## config.mk

```make
export PLATFORM = sky130hd
export DESIGN_NAME = mem_access_ctrl
export DESIGN_NICKNAME = d
export VERILOG_FILES = /design/src/rtl/mem_access_ctrl_pkg.sv /design/src/rtl/mem_access_ctrl_addr_check.sv /design/src/rtl/mem_access_ctrl.sv
export SDC_FILE = /design/constraint.sdc
export NUM_CORES = 1
export LEC_CHECK = 0
export BUFFER_PORTS_ARGS = -buffer_cell sky130_fd_sc_hd__buf_2
export CAP_MARGIN = 20
export CORE_UTILIZATION = 25
export DETAILED_ROUTE_END_ITERATION = 7
export HOLD_SLACK_MARGIN = 0.02
export PLACE_DENSITY = 0.61
export SYNTH_ARGS = -nofsm -noshare
export SYNTH_HDL_FRONTEND = slang
export SYNTH_HIERARCHICAL = 1
export SYNTH_SLANG_ARGS = --single-unit
```

## constraint.sdc

```tcl
create_clock -name clk -period 1.97 [get_ports clk]
set_clock_uncertainty 0.05 [all_clocks]
set_input_delay 0.0985 -clock clk [delete_from_list [all_inputs] [get_ports clk]]
set_output_delay 0.0985 -clock clk [all_outputs]
set_load 0.02 [all_outputs]
```

## src/rtl/mem_access_ctrl_pkg.sv

```systemverilog
// Shared definitions for the memory access controller: default geometry of
// the unified instruction/data memory and the controller state encoding.
package mem_access_ctrl_pkg;

  localparam int unsigned ADDR_W    = 6;
  localparam int unsigned DATA_W    = 32;
  localparam int unsigned MEM_WORDS = 50;
  localparam int unsigned ERRCNT_W  = 8;

  typedef enum logic [1:0] {
    IDLE   = 2'd0,
    ACCESS = 2'd1,
    RESP   = 2'd2
  } state_e;

endpackage

```

## src/rtl/mem_access_ctrl_addr_check.sv

```systemverilog
// mem_addr_check: combinational byte-address decoder.
//   byte_addr_i : 32-bit byte address from the request
//   word_idx_o  : word index, byte_addr_i[ADDR_W+1:2]
//   err_o       : misaligned, upper bits set, or index beyond MEM_WORDS
module mem_addr_check #(
  parameter int unsigned ADDR_W    = mem_access_ctrl_pkg::ADDR_W,
  parameter int unsigned MEM_WORDS = mem_access_ctrl_pkg::MEM_WORDS
) (
  input  logic [31:0]       byte_addr_i,
  output logic [ADDR_W-1:0] word_idx_o,
  output logic              err_o
);

  always_comb begin
    word_idx_o = byte_addr_i[ADDR_W+1:2];
    err_o      = (byte_addr_i[1:0] != 2'b00)
              || (byte_addr_i[31:ADDR_W+2] != '0)
              || (32'(word_idx_o) >= MEM_WORDS);
  end

endmodule

```

## src/rtl/mem_access_ctrl.sv

```systemverilog
// mem_access_ctrl: initiator side of the unified instruction/data memory.
// Accepts one word request at a time, performs a single-cycle memory access,
// and returns the result on a valid/ready response channel. Bad addresses are
// rejected without a memory strobe and counted in a saturating counter.
//   clk, reset            : clock, synchronous active-high reset
//   req_valid/req_ready   : request handshake; req_write, req_addr, req_wdata
//   resp_valid/resp_ready : response handshake; resp_rdata, resp_err
//   mem_addr, mem_wdata   : word address and store data to memory
//   mem_write, mem_read   : access strobes (ACCESS cycle only)
//   mem_rdata             : combinational read data from memory
//   err_count             : saturating count of rejected requests
module mem_access_ctrl #(
  parameter int unsigned ADDR_W    = mem_access_ctrl_pkg::ADDR_W,
  parameter int unsigned DATA_W    = mem_access_ctrl_pkg::DATA_W,
  parameter int unsigned MEM_WORDS = mem_access_ctrl_pkg::MEM_WORDS,
  parameter int unsigned ERRCNT_W  = mem_access_ctrl_pkg::ERRCNT_W
) (
  input  logic                clk,
  input  logic                reset,
  input  logic                req_valid,
  output logic                req_ready,
  input  logic                req_write,
  input  logic [31:0]         req_addr,
  input  logic [DATA_W-1:0]   req_wdata,
  output logic                resp_valid,
  input  logic                resp_ready,
  output logic [DATA_W-1:0]   resp_rdata,
  output logic                resp_err,
  output logic [ADDR_W-1:0]   mem_addr,
  output logic [DATA_W-1:0]   mem_wdata,
  output logic                mem_write,
  output logic                mem_read,
  input  logic [DATA_W-1:0]   mem_rdata,
  output logic [ERRCNT_W-1:0] err_count
);

  import mem_access_ctrl_pkg::*;

  state_e              state_q;
  logic                req_ready_q;
  logic                resp_valid_q;
  logic                resp_err_q;
  logic [DATA_W-1:0]   resp_rdata_q;
  logic [ADDR_W-1:0]   mem_addr_q;
  logic [DATA_W-1:0]   mem_wdata_q;
  logic                mem_write_q;
  logic                mem_read_q;
  logic                wr_q;
  logic [ERRCNT_W-1:0] err_count_q;

  logic [ADDR_W-1:0]   chk_idx;
  logic                chk_err;

  mem_addr_check #(
    .ADDR_W    (ADDR_W),
    .MEM_WORDS (MEM_WORDS)
  ) u_addr_check (
    .byte_addr_i (req_addr),
    .word_idx_o  (chk_idx),
    .err_o       (chk_err)
  );

  always_ff @(posedge clk) begin
    if (reset) begin
      state_q      <= IDLE;
      req_ready_q  <= 1'b1;
      resp_valid_q <= 1'b0;
      resp_err_q   <= 1'b0;
      resp_rdata_q <= '0;
      mem_addr_q   <= '0;
      mem_wdata_q  <= '0;
      mem_write_q  <= 1'b0;
      mem_read_q   <= 1'b0;
      wr_q         <= 1'b0;
      err_count_q  <= '0;
    end else begin
      unique case (state_q)
        IDLE: begin
          if (req_valid) begin
            req_ready_q <= 1'b0;
            wr_q        <= req_write;
            if (chk_err) begin
              // Rejected: memory port untouched, response issued directly.
              state_q      <= RESP;
              resp_valid_q <= 1'b1;
              resp_err_q   <= 1'b1;
              resp_rdata_q <= '0;
              if (err_count_q != '1) err_count_q <= err_count_q + 1'b1;
            end else begin
              // Strobes are registered here so they are high exactly in ACCESS.
              state_q     <= ACCESS;
              mem_addr_q  <= chk_idx;
              mem_wdata_q <= req_wdata;
              mem_write_q <= req_write;
              mem_read_q  <= ~req_write;
            end
          end
        end
        ACCESS: begin
          state_q      <= RESP;
          mem_write_q  <= 1'b0;
          mem_read_q   <= 1'b0;
          resp_rdata_q <= wr_q ? '0 : mem_rdata;
          resp_err_q   <= 1'b0;
          resp_valid_q <= 1'b1;
        end
        RESP: begin
          if (resp_ready) begin
            state_q      <= IDLE;
            resp_valid_q <= 1'b0;
            req_ready_q  <= 1'b1;
          end
        end
        default: state_q <= IDLE;
      endcase
    end
  end

  assign req_ready  = req_ready_q;
  assign resp_valid = resp_valid_q;
  assign resp_err   = resp_err_q;
  assign resp_rdata = resp_rdata_q;
  assign mem_addr   = mem_addr_q;
  assign mem_wdata  = mem_wdata_q;
  // Gated by reset so a store caught mid-flight by reset is never committed.
  assign mem_write  = mem_write_q & ~reset;
  assign mem_read   = mem_read_q & ~reset;
  assign err_count  = err_count_q;

endmodule
```

== Yosys cells after proc, flatten, opt, wreduce, memory -nomap -nowiden ==
Index checks and enable logic that the tools add are counted.

* Multiplexer cells: 22
* Bitwise gates (word level): 5
* Magnitude comparators: 1
* Add/sub/neg operators: 1
* Equality and inequality tests: 7
* Reductions and logical operators: 16

{| class="wikitable"
|+ Operators with widths
! operator !! count
|-
| $mux W32 || 3
|-
| $pmux W32 S2 || 1
|-
| $reduce_bool A24 Y1 || 1
|-
| $reduce_and A3 Y1 || 4
|-
| $mux W1 || 9
|-
| $add A8 B1 Y8 const B || 1
|-
| $ne A2 B2 Y1 const B || 4
|-
| $ne A8 B8 Y1 const B || 1
|-
| $pmux W1 S2 || 4
|-
| $reduce_and A4 Y1 || 2
|-
| $ge A6 B6 Y1 const B || 1
|-
| $mux W2 || 3
|-
| $pmux W2 S3 || 1
|-
| $reduce_bool A2 Y1 || 3
|-
| $reduce_and A2 Y1 || 2
|-
| $not A1 Y1 || 3
|-
| $pmux W1 S3 || 1
|-
| $reduce_bool A3 Y1 || 1
|-
| $and A1 B1 Y1 || 2
|-
| $eq A2 B1 Y1 const B || 1
|-
| $eq A2 B2 Y1 const B || 1
|-
| $logic_not A2 Y1 || 1
|-
| $logic_or A1 B1 Y1 || 2
|}

* Register bits after elaboration: 86
* Output and inout port bits: 83
* Input port bits: 101
* Word-level logic and storage cells: 63

== Depth between registers and ports, before layout ==
Gate-level depths: netlist of run 1.

* Depth in word-level cells: 6
* Mapped depth: 8
* Mapped depth without buffers: 6

== Hierarchy ==
The synthesis of run 1 kept the hierarchy.

{| class="wikitable"
|+ By module, submodules not included
! module !! cells each !! seq. area each (um^2) !! area each (um^2) !! instances
|-
| mem_access_ctrl || 400 || 1,721.7 || 3,283.1 || 1
|-
| mem_addr_check || 17 || 0.0 || 132.6 || 1
|}

== Least setup slack after synthesis of run 1 ==
OpenSTA, ideal clock, no wires.

* Kind: input to register
* Start: in req_addr[22]
* End: reg mem_wdata_q[10], in the netlist mem_wdata[10]
* Cell stages on the path: 8
* Path buffers: 2
* Slack: 0.032 ns
* Data arrival time: 1.756 ns
* Setup time: 0.132 ns
* Cells stage by stage: nor4_2 nand3_1 or3_1 or4b_4 buf_6 buf_6 nand2_1 a21oi_1

* Word-level cells in the longest chain between the ends: 5

{| class="wikitable"
|+ Ends and longest elaborated chain
! element !! line !! RTL
|-
| start: declaration || mem_access_ctrl.sv:23 || <nowiki>input logic [31:0] req_addr,</nowiki>
|-
| $reduce_bool A24 Y1 || mem_access_ctrl_addr_check.sv:17 || <nowiki>|| (byte_addr_i[31:ADDR_W+2] != '0)</nowiki>
|-
| $logic_or A1 B1 Y1 || mem_access_ctrl_addr_check.sv:17 ||
|-
| $logic_or A1 B1 Y1 || mem_access_ctrl_addr_check.sv:18 || <nowiki>|| (32'(word_idx_o) >= MEM_WORDS);</nowiki>
|-
| named net chk_err || mem_access_ctrl.sv:52 || <nowiki>logic chk_err;</nowiki>
|-
| $not A1 Y1 (no source line) || -- ||
|-
| $reduce_and A3 Y1 (no source line) || -- ||
|-
| end signal: assignment || mem_access_ctrl.sv:93 || <nowiki>mem_wdata_q <= req_wdata;</nowiki>
|-
| end: declaration || mem_access_ctrl.sv:45 || <nowiki>logic [DATA_W-1:0] mem_wdata_q;</nowiki>
|}

The timed path passes the listed nets, and every way through them passes these cells.
A chain may end at the register's enable or synchronous reset.

== Worst setup path after layout of run 1 ==
* Start: in req_addr[14]
* End: reg mem_wdata_q[11], in the netlist mem_wdata[11]

The elaborated chain is that of the path after synthesis.

==> out/qor.txt, run 1 <==
post-DR wirelength/cell = 12.88 microns
minimum clock period = 1782 ps
# DRC = 0
setup TNS = 0 ps
CTS Sinks = 86
Seq cells post-synth = 86
Core Area = 13300 sq um
multiplexer share of the synthesized area = 2.527%
Worst setup SP type = primary input
post-CTS sizing = 0
CP Class = primary input to flop
FF-to-FF Start = state_q[0]
total CTS buffers = 9
drt pass-1 iters = 4
Syn-to-layout area delta = 62.16%
Worst Tran Pin Value = 401.7 ps
Leak = 2.398 nW
Ports = 184
Worst Hold Depth = 4
largest net degree at the start of global routing = 44
DR WL met3 = 527 microns
dpl ws = -176.8 ps
Post-DP HPWL = 7.085 mm
CP Data Arrival Time = 1940 ps
Seq pwr share = 46.0%
Final #Nets = 760
RR Endpoint = err_count[4]
Internal Dissipation = 2.978 mW
CTS tree = built
via count = 3754
GRT Overall Usage = 15.07%
worst reg2reg path depth = 3
Worst Path Required = 2130 ps
max layer used = met4
share of cells above drive strength 1 = 34.24%
Synth Area in Compound Gates = 19.01%
Synth cell types = 38
RSZ-0062 raised after global routing = false
Final Cycle Share = 90.44%
Max Fclk = 0.5613 GHz
Peak VDD IR = 0.0003083 V
H-tree levels = 3
ANT nets after route = 0
Avg Synthesized Cell Area = 8.191 sq um
area of the die = 14130 sq um
PortBufs = 183
Setup Viol. Count Final = 0
r2r setup slk = 330 ps
Worst Hold End = mem_addr[2]
clock buffer depth = 2
Synth Area in Adders = 0.3663%
die width = 118.9 microns
Comb power frac = 9.4%
drt initial violations = 126
Fin. Hold Viols = 0
vias in the first global route = 3559
wire length on met1 = 4.603 mm
antenna cell count = 0
Root Driver = clkbuf_16
sequential share of the synthesized area = 50.40%
Skew-Pair Late Insertion Delay = 340 ps
Max-Cap Viols = 0
Slew Viols, Final = 0
part of the power in the clock network = 44.5%
CP startpoint = req_addr[14]
status = completed
Worst slew margin = 73.18%
largest family of logic cells by synthesized area = simple AND/OR/NAND/NOR gates
Hold WC Path Type = primary input to flop
pwr/cell area = 691.6 nW/um^2
met2 wire len = 5.520 mm
Fillers = 1308
Reg area = 1722 sq um
Initial Util = 25.69%
Net Sw Frac = 22.26%
area fraction in and, or, nand and nor cells after synthesis = 21.61%
Synth Area in XOR/XNOR = 0%
cells after synthesis = 417
routed wire length = 10.81 mm
Yosys Warn Count = 6
Net Switching = 0.8527 mW
# rows = 42
Hold Startpoint = req_addr[4]
Routability Congestion = 0.7936
first-pass GRT wire length = 16.79 mm
total global routing overflow = 0
area of the multi-input gates = 1505 sq um
worst setup margin = 188.3 ps
initial antenna violation count = 0
Vias/cell = 4.474
clock transition at the registers of the reported paths = 60 ps
mapped cell area = 3416 sq um
Crit Path Max Fanout = 36
CP endpoint kind = flop
syn nets = 519
Die H = 118.9 microns
worst max-delay path, cell delays in order:
cell and delay, ps:
buf_2 90, nor4_1 270, nand4_1 190, or3_1 420, or4b_4 530, buf_12 180
nand2_1 80, a21oi_1 60
per-layer routing:
metal / GRT usage [%] / vias up
met5: 0 / -
met4: 5.854 / 0
met3: 2.969 / 11
met2: 27.41 / 129
met1: 17.22 / 1718
li1: - / 1896
layout by cell type, fill, tap and decap left out, types with 2 or more instances in the layout:
cell type,synthesis,routed
nor2_1,8,8
dfxtp_1,86,86
mux2_2,5,5
buf_2,4,183
buf_4,6,10
a21oi_1,78,77
nor3b_1,2,2
clkbuf_16,0,9
nand2_1,111,111
nor4_1,3,3
and2_1,4,4
nor2b_1,7,7
buf_12,0,4
clkinvlp_4,0,2
a311oi_1,3,3
and3_1,2,2
mux2i_1,3,3
o21ai_0,34,34
dlygate4sd3_1,0,70
nor4_2,3,3
a211oi_1,3,3
nand3_1,4,4
a31oi_1,2,2
inv_1,5,5
nand2b_1,3,3
synthesized netlist by cell type:
master     instances  share of area [%]
nand4_1            1               0.18
a211oi_1           3               0.66
nor2_1             8               0.88
and2_1             4               0.73
a21oi_1           78                 11
or3_1              1               0.18
a31o_2             1               0.26
and3_1             2               0.37
buf_2              4               0.59
or2_2              1               0.18
a41oi_1            1               0.26
nand4bb_1          1               0.33
or4b_4             1               0.40
nand3_1            4               0.59
nand2b_1           3               0.55
nor4_2             3                1.1
nand2_1          111                 12
nor3b_1            2               0.44
a31oi_1            2               0.37
nor4_1             3               0.55
buf_6              3               0.99
nor3b_2            1               0.37
o21ai_0           34                5.0
nor2b_1            7                1.3
buf_4              6                1.3
buf_1              5               0.55
nand3b_1           1               0.22
dfxtp_1           86                 50
nor4b_2            1               0.44
clkbuf_1          19                2.1
inv_1              5               0.55
o311a_1            1               0.29
mux2_2             5                1.6
a311oi_1           3               0.77
and4bb_2           1               0.37
ha_1               1               0.37
and4_1             1               0.26
mux2i_1            3               0.88
kinds of logic (layout without fill, tap and decap cells):
logic type      count (synthesis)  after routing
fa+ha+maj                       1              1
mux                             8              8
flops                          86             86
buf+inv                        42            288
simple gates                  157            157
compound gates                123            123
sequential cells by signal, indices dropped and copies added, names as in the netlist, 2 cells and up:
register / cells
err_count: 8
mem_addr: 6
mem_wdata: 32
state_q: 2
resp_rdata: 32
power groups by stage:
stage | Sequential (mW) | Clock (mW) | Combinational [mW]
after global placement | 1.80 | 0 | 0.249
final | 1.76 | 1.71 | 0.362
after CTS | 1.76 | 1.78 | 0.360
after detailed placement | 1.80 | 0 | 0.252
after floorplan | 1.81 | 0 | 0.0960
after global routing | 1.76 | 1.87 | 0.393
cell type report:
type / instances / area share [%]
well taps: 176 / 3.976
flip-flops and latches: 86 / 31.08
repair buffers: 267 / 31.99
multi-input cells: 289 / 27.17
clock inverters: 5 / 1.062
inverters: 5 / 0.3388
clock buffers: 11 / 4.382
metrics by stage:
step	instances	utilization (%)	area, sq um	power [mW]	hold slack [ps]
finish	839	41.66	5539	3.831	85.32
global route	839	41.66	5539	4.023	99.26
CTS	839	41.66	5539	3.899	71.85
detailed placement	753	34.12	4537	2.054	295.2
global placement	753	34.12	4537	2.051	290.9
floorplan	417	-	3416	1.906	184.5
worst max-delay path by stage:
stage	end	slack [ps]	depth (start not counted)
2_1_floorplan	mem_wdata[10]	30	8
3_3_place_gp	mem_wdata[3]	-150	8
3_5_place_dp	mem_wdata[11]	-180	8
4_1_cts	mem_wdata[11]	180	8
5_1_grt	mem_read_q	4	8
6_report	mem_wdata[11]	190	8
repair_timing:
item                                   4_1_cts  5_1_grt
endpoints found under the hold margin       72        0
buffers inserted                             0        0
hold buffers                                70        0
No activity file was read; power rests on OpenSTA's default activity.
==> run 2: changes to the inputs <==
Settings changed: CELL_PAD_IN_SITES_DETAIL_PLACEMENT from default to 0, CELL_PAD_IN_SITES_GLOBAL_PLACEMENT from default to 1, PLACE_DENSITY 0.61 to 0.78, SETUP_SLACK_MARGIN from default to 0.2.
==> run 2 against run 1 <==
Against the previous run: clock-buffer cell count is 2 lower; register-to-register slack is essentially flat; first-iteration DRC count is 33% higher; hold slack improved by 5.0 ps; die area is the same; wire length rose by 4.9%; critical path depth unchanged; critical path type unchanged; largest cell class unchanged.
==> out/qor.txt, run 2 (synthesis results as in run 1) <==
worst setup margin = 208.9 ps (+20.56 ps)
Vias/cell = 4.586 (+2.5%)
initial antenna violation count = 0 (unchanged)
Routability Congestion = 0.7394 (-6.8%)
share of cells above drive strength 1 = 35.63% (+1.4 points)
PortBufs = 183 (unchanged)
ANT nets after route = 0 (unchanged)
Worst Tran Pin Value = 450.3 ps (+48.63 ps)
Net Sw Frac = 21.70% (-0.56 points)
CP endpoint kind = flop
Ports = 184 (unchanged)
Comb power frac = 9.2% (-0.2 points)
total CTS buffers = 9 (unchanged)
Worst slew margin = 69.98% (-3.2 points)
crit path cell chain = buf_2 -> nor4_4 -> nand3_1 -> or3_4 -> or4b_4 -> buf_12 -> nand2_1 -> a21oi_2
drt pass-1 iters = 5 (+1)
clock transition at the registers of the reported paths = 60 ps (about the same)
CP Data Arrival Time = 1930 ps (about the same)
Final Cycle Share = 89.40% (-1.0 points)
Syn-to-layout area delta = 66.67%
CTS tree = built
Max-Cap Viols = 0 (unchanged)
Final #Nets = 765 (+0.66%)
RSZ-0062 raised after global routing = true
GR Layer Usage met3 = 3.592% (+0.62 points)
Max Fclk = 0.5678 GHz (+1.2%)
Leak = 2.463 nW (+2.7%)
Core Area = 13300 sq um (unchanged)
clock buffer depth = 2 (unchanged)
met2 Resource Use GR = 27.74% (+0.33 points)
total global routing overflow = 0 (unchanged)
CP max stage cell = or4b_4
post-DR wirelength/cell = 13.43 microns (+4.3%)
commonest non-fill, non-tap cells in the layout = buf_2, nand2_1, dfxtp_1
Hold WC Path Type = primary input to flop
Internal Dissipation = 3.210 mW (+7.8%)
# rows = 42 (unchanged)
pwr/cell area = 720.1 nW/um^2 (+4.1%)
antenna cell count = 0 (unchanged)
Fin. Hold Viols = 0 (unchanged)
Skew-Pair Late Insertion Delay = 340 ps (about the same)
minimum clock period = 1761 ps (-20.56 ps)
largest net degree at the start of global routing = 42 (-4.5%)
Worst setup SP type = primary input
area of the die = 14130 sq um (unchanged)
most common cell after layout, fill and taps aside = buf_2
via count = 3871 (+3.1%)
CTS Sinks = 86 (unchanged)
Setup Viol. Count Final = 0 (unchanged)
Post-DP HPWL = 7.070 mm (-0.20%)
die width = 118.9 microns (unchanged)
Design Power = 4.100 mW (+7.0%)
Slew Viols, Final = 0 (unchanged)
dpl ws = -285.5 ps (-108.8 ps)
Crit Path Max Fanout = 38 (+5.6%)
routed wire length = 11.33 mm (+4.9%)
Root Driver = clkbuf_16
Worst Path Required = 2140 ps (about the same)
Peak VDD IR = 0.0003624 V (+18%)
CP Class = primary input to flop
part of the power in the clock network = 47.9% (+3.4 points)
vias in the first global route = 3664 (+3.0%)
Initial Util = 25.69% (unchanged)
drt initial violations = 168 (+33%)
status = completed
max incr delay on CP = 520 ps (about the same)
Seq pwr share = 43.0% (-3.0 points)
GRT Overall Usage = 15.41% (+0.35 points)
Die H = 118.9 microns (unchanged)
# DRC = 0 (unchanged)
Layout Cells excl Fill = 844 (+0.60%)
first-pass GRT wire length = 17.15 mm (+2.2%)
H-tree levels = 3 (unchanged)
met1 GRT Util = 16.92% (-0.31 points)
Net Switching = 0.8897 mW (+4.3%)
Placed Instances = 755 (+0.27%)
GRT busiest layer = met2
==> run 2: cell types whose count changed in the layout (fill, tap and decap cells not counted), moves of 2 or more <==
| cell | change |
|---|---|
| bufinv_16 | +2 |
| clkbuf_16 | +2 |
| a21oi_1 | -2 |
| nor4_1 | -2 |
| inv_6 | +2 |
| a21oi_2 | +2 |
| buf_4 | +2 |
| buf_6 | +2 |
| nor4_4 | +2 |
==> run 2: layout make-up <==
class | count | area, sq um
clock buffers | 9 | 225.2
flip-flops and latches | 86 | 1722
fillers | 1296 | 7602
clock inverters | 7 | 120.1
repair buffers | 272 | 1839
multi-input cells | 289 | 1548
well taps | 176 | 220.2
inverters | 5 | 18.77
==> run 2: timing repair <==
action,in CTS,in global routing
resized for setup,2,6
endpoints found under the setup margin,76,64
buffers inserted,0,1
hold endpoints to repair,72,0
cloned,0,2
hold buffers,70,0
==> run 2: final timing paths <==
kind / from / to / slack [ps] / depth (start not counted)
hold reg to reg: resp_valid / resp_valid / 390 / 2
setup / recovery: req_addr[22] / mem_wdata[8] / 210 / 8
setup reg to reg: state_q[0] / err_count[2] / 320 / 3
hold / removal: req_addr[4] / mem_addr[2] / 90 / 4
==> run 2: metal layers <==
| layer | wire length, microns | part of all wire (%) |
|---|---|---|
| met2 | 5738 | 51 |
| met4 | 294 | 2.6 |
| met5 | 0 | 0 |
| met3 | 594 | 5.2 |
| met1 | 4706 | 42 |
==> run 2: critical path: cells and delay by family <==
family	cells	cell delay, ps
and+or+nand+nor	5	1440
buffers and inverters	2	290
AOI/OAI and AO/OA	1	60
==> run 2: power by group through the flow <==
stage,clock network [mW],registers [mW],logic (mW)
after floorplan,0,1.81,0.0961
after global placement,0,1.80,0.252
after detailed placement,0,1.80,0.255
after CTS,2.02,1.76,0.366
after global routing,2.10,1.76,0.404
final,1.96,1.76,0.375
==> run 2: through the flow <==
stage / hold WS (ps) / utilization [%] / setup TNS (ps) / instance area, sq um
floorplan: 184.5 / - / 0 / 3428
global placement: 292.3 / 34.18 / -15160 / 4544
detailed placement: 294.7 / 34.18 / -19380 / 4544
CTS: 78.92 / 42.16 / 0 / 5605
global route: 85.52 / 42.82 / 0 / 5693
finish: 90.37 / 42.82 / 0 / 5693
==> run 3: changes to the inputs <==
Settings changed: PLACE_DENSITY 0.78 to 0.76.
Clock period 1.97 ns to 1.8 ns, I/O delays scaled along.
==> run 3 against run 2 <==
Against the previous run: clock-buffer cell count increased by 3; highest routed layer unchanged; sequential cell count unchanged; global-route usage is 0.81 points lower; die area unchanged; via count down 2.1%; sequential power is 9.7% higher; non-clock buffer count grew 2; first-iteration DRC count increased by 25%; total power grew 3.2%; final cell count rose by 0.24%; clock power decreased by 5%.
==> out/qor.txt, run 3 (synthesis results as in run 1) <==
Worst Tran Pin Value = 524.2 ps (+73.85 ps)
Hold Startpoint = req_addr[4]
minimum clock period = 1702 ps
CTS tree = built
total CTS buffers = 9 (unchanged)
ANT nets after route = 0 (unchanged)
CP endpoint kind = flop
fin util = 44.03% (+1.2 points)
RSZ-0062 raised after global routing = true
commonest non-fill, non-tap cells in the layout = buf_2, nand2_1, dfxtp_1
Final #Nets = 767 (+0.26%)
most common cell after layout, fill and taps aside = buf_2
Syn-to-layout area delta = 71.39%
Setup Viol. Count Final = 0 (unchanged)
FF-to-FF Start = state_q[1]
clock buffer depth = 2 (unchanged)
final hold slack = 53.54 ps (-36.83 ps)
total global routing overflow = 0 (unchanged)
CP max stage cell = or3_4
Crit Path Max Fanout = 9 (-76%)
Ports = 184 (unchanged)
CP startpoint = req_addr[5]
PortBufs = 183 (unchanged)
# rows = 42 (unchanged)
Max-Cap Viols = 0 (unchanged)
# DRC = 0 (unchanged)
Final Cycle Share = 94.53%
crit path cell chain = buf_6 -> o311a_4 -> or3_4 -> buf_6 -> nor4b_4 -> buf_6 -> buf_6 -> nand2_1 -> a21oi_1
antenna cell count = 0 (unchanged)
Max Fclk = 0.5877 GHz
Peak VDD IR = 0.0004201 V (+16%)
via count = 3790 (-2.1%)
Fillers = 1307 (+0.85%)
routed wire length = 11.18 mm (-1.4%)
most frequent CP cell = buf_6
initial antenna violation count = 0 (unchanged)
H-tree levels = 3 (unchanged)
Fin. Hold Viols = 0 (unchanged)
Hold WC Path Type = primary input to flop
area of the multi-input gates = 1647 sq um (+6.4%)
Vias/cell = 4.480 (-2.3%)
CTS Sinks = 86 (unchanged)
drt initial violations = 210 (+25%)
Reg area = 1723 sq um (about the same)
CP Class = primary input to flop
Skew-Pair Late Insertion Delay = 340 ps (about the same)
CP Data Arrival Time = 1920 ps (about the same)
worst setup margin = 98.44 ps (-110.4 ps)
Design Power = 4.230 mW (+3.2%)
Worst setup SP type = primary input
Routability Congestion = 0.7242 (-2.1%)
Post-DP HPWL = 6.837 mm (-3.3%)
share of cells above drive strength 1 = 38.21% (+2.6 points)
Leak = 2.524 nW (+2.5%)
vias in the first global route = 3601 (-1.7%)
post-DR wirelength/cell = 13.21 microns (-1.6%)
Initial Util = 25.69% (unchanged)
clock transition at the registers of the reported paths = 60 ps (about the same)
drt pass-1 iters = 4 (-1)
Die H = 118.9 microns (unchanged)
dpl ws = -290.3 ps (-4.751 ps)
pwr/cell area = 722.6 nW/um^2 (+0.35%)
status = completed
Core Area = 13300 sq um (unchanged)
area of the die = 14130 sq um (unchanged)
Root Driver = clkbuf_16
worst reg2reg path depth = 3 (unchanged)
Worst slew margin = 65.06% (-4.9 points)
GRT Overall Usage = 14.61% (-0.81 points)
Slew Viols, Final = 0 (unchanged)
Worst Hold Depth = 4 (unchanged)
Worst Path Required = 2020 ps (-120 ps)
die width = 118.9 microns (unchanged)
max incr delay on CP = 390 ps (-130 ps)
largest net degree at the start of global routing = 42 (unchanged)
first-pass GRT wire length = 16.39 mm (-4.5%)
run 3: changes by cell type in the layout (fill, tap and decap cells not counted), moves of 3 or more:
cell	change
buf_6	+10
buf_2	-9
nand2_1	-6
a21oi_1	-5
a21oi_2	+4
nand2_2	+3
nand2_4	+3
run 3: worst paths after layout:
| check | end | slack (ps) |
|---|---|---|
| worst min register to register | resp_valid | 400 |
| worst max register to register | err_count[4] | 210 |
| worst min-delay path | mem_addr[2] | 50 |
| worst max-delay path | mem_wdata[7] | 100 |
run 3: cell type report:
class                           instances  share of cell area (%)
Clock buffer                           12                   4.381
Clock inverter                          4                  0.7694
Tap cell                              176                   3.761
Multi-Input combinational cell        289                   28.13
Timing Repair Buffer                  274                   33.21
Inverter                                5                  0.3206
Sequential cell                        86                   29.43
run 3: per-stage QoR:
step	std cells	instance area (sq um)	TNS, ps
5_1_grt	846	5854	-3.323
6_report	846	5854	0
4_1_cts	841	5594	0
3_5_place_dp	754	4556	-17620
3_3_place_gp	754	4556	-15510
2_1_floorplan	417	3435	-904.1
run 3: report_power, final:
group / switching (mW) / total (mW) / internal [mW]
Combinational: 0.182 / 0.429 / 0.247
Clock: 0.727 / 1.87 / 1.14
Sequential: 0.0136 / 1.93 / 1.92
Total: 0.922 / 4.23 / 3.31
run 3: routing by layer:
layer	up-vias	track usage [%]	share of wire (%)
met5	-	0	0
li1	1902	-	-
met2	136	23.76	47
met4	0	5.142	1.5
met3	13	4.933	5.9
met1	1739	17.92	45
run 3: worst max-delay path: cells and delay by family:
kind / cells / cell delay, ps
AOI/OAI and AO/OA: 2 / 490
buffers and inverters: 4 / 600
and+or+nand+nor: 3 / 720
run 3: repair_timing:
action,CTS,global route
setup buffers,1,1
setup endpoints to repair,72,81
hold buffers,70,0
pin swaps,1,6
endpoints found under the hold margin,72,0
resized for setup,4,36
gates cloned,0,4
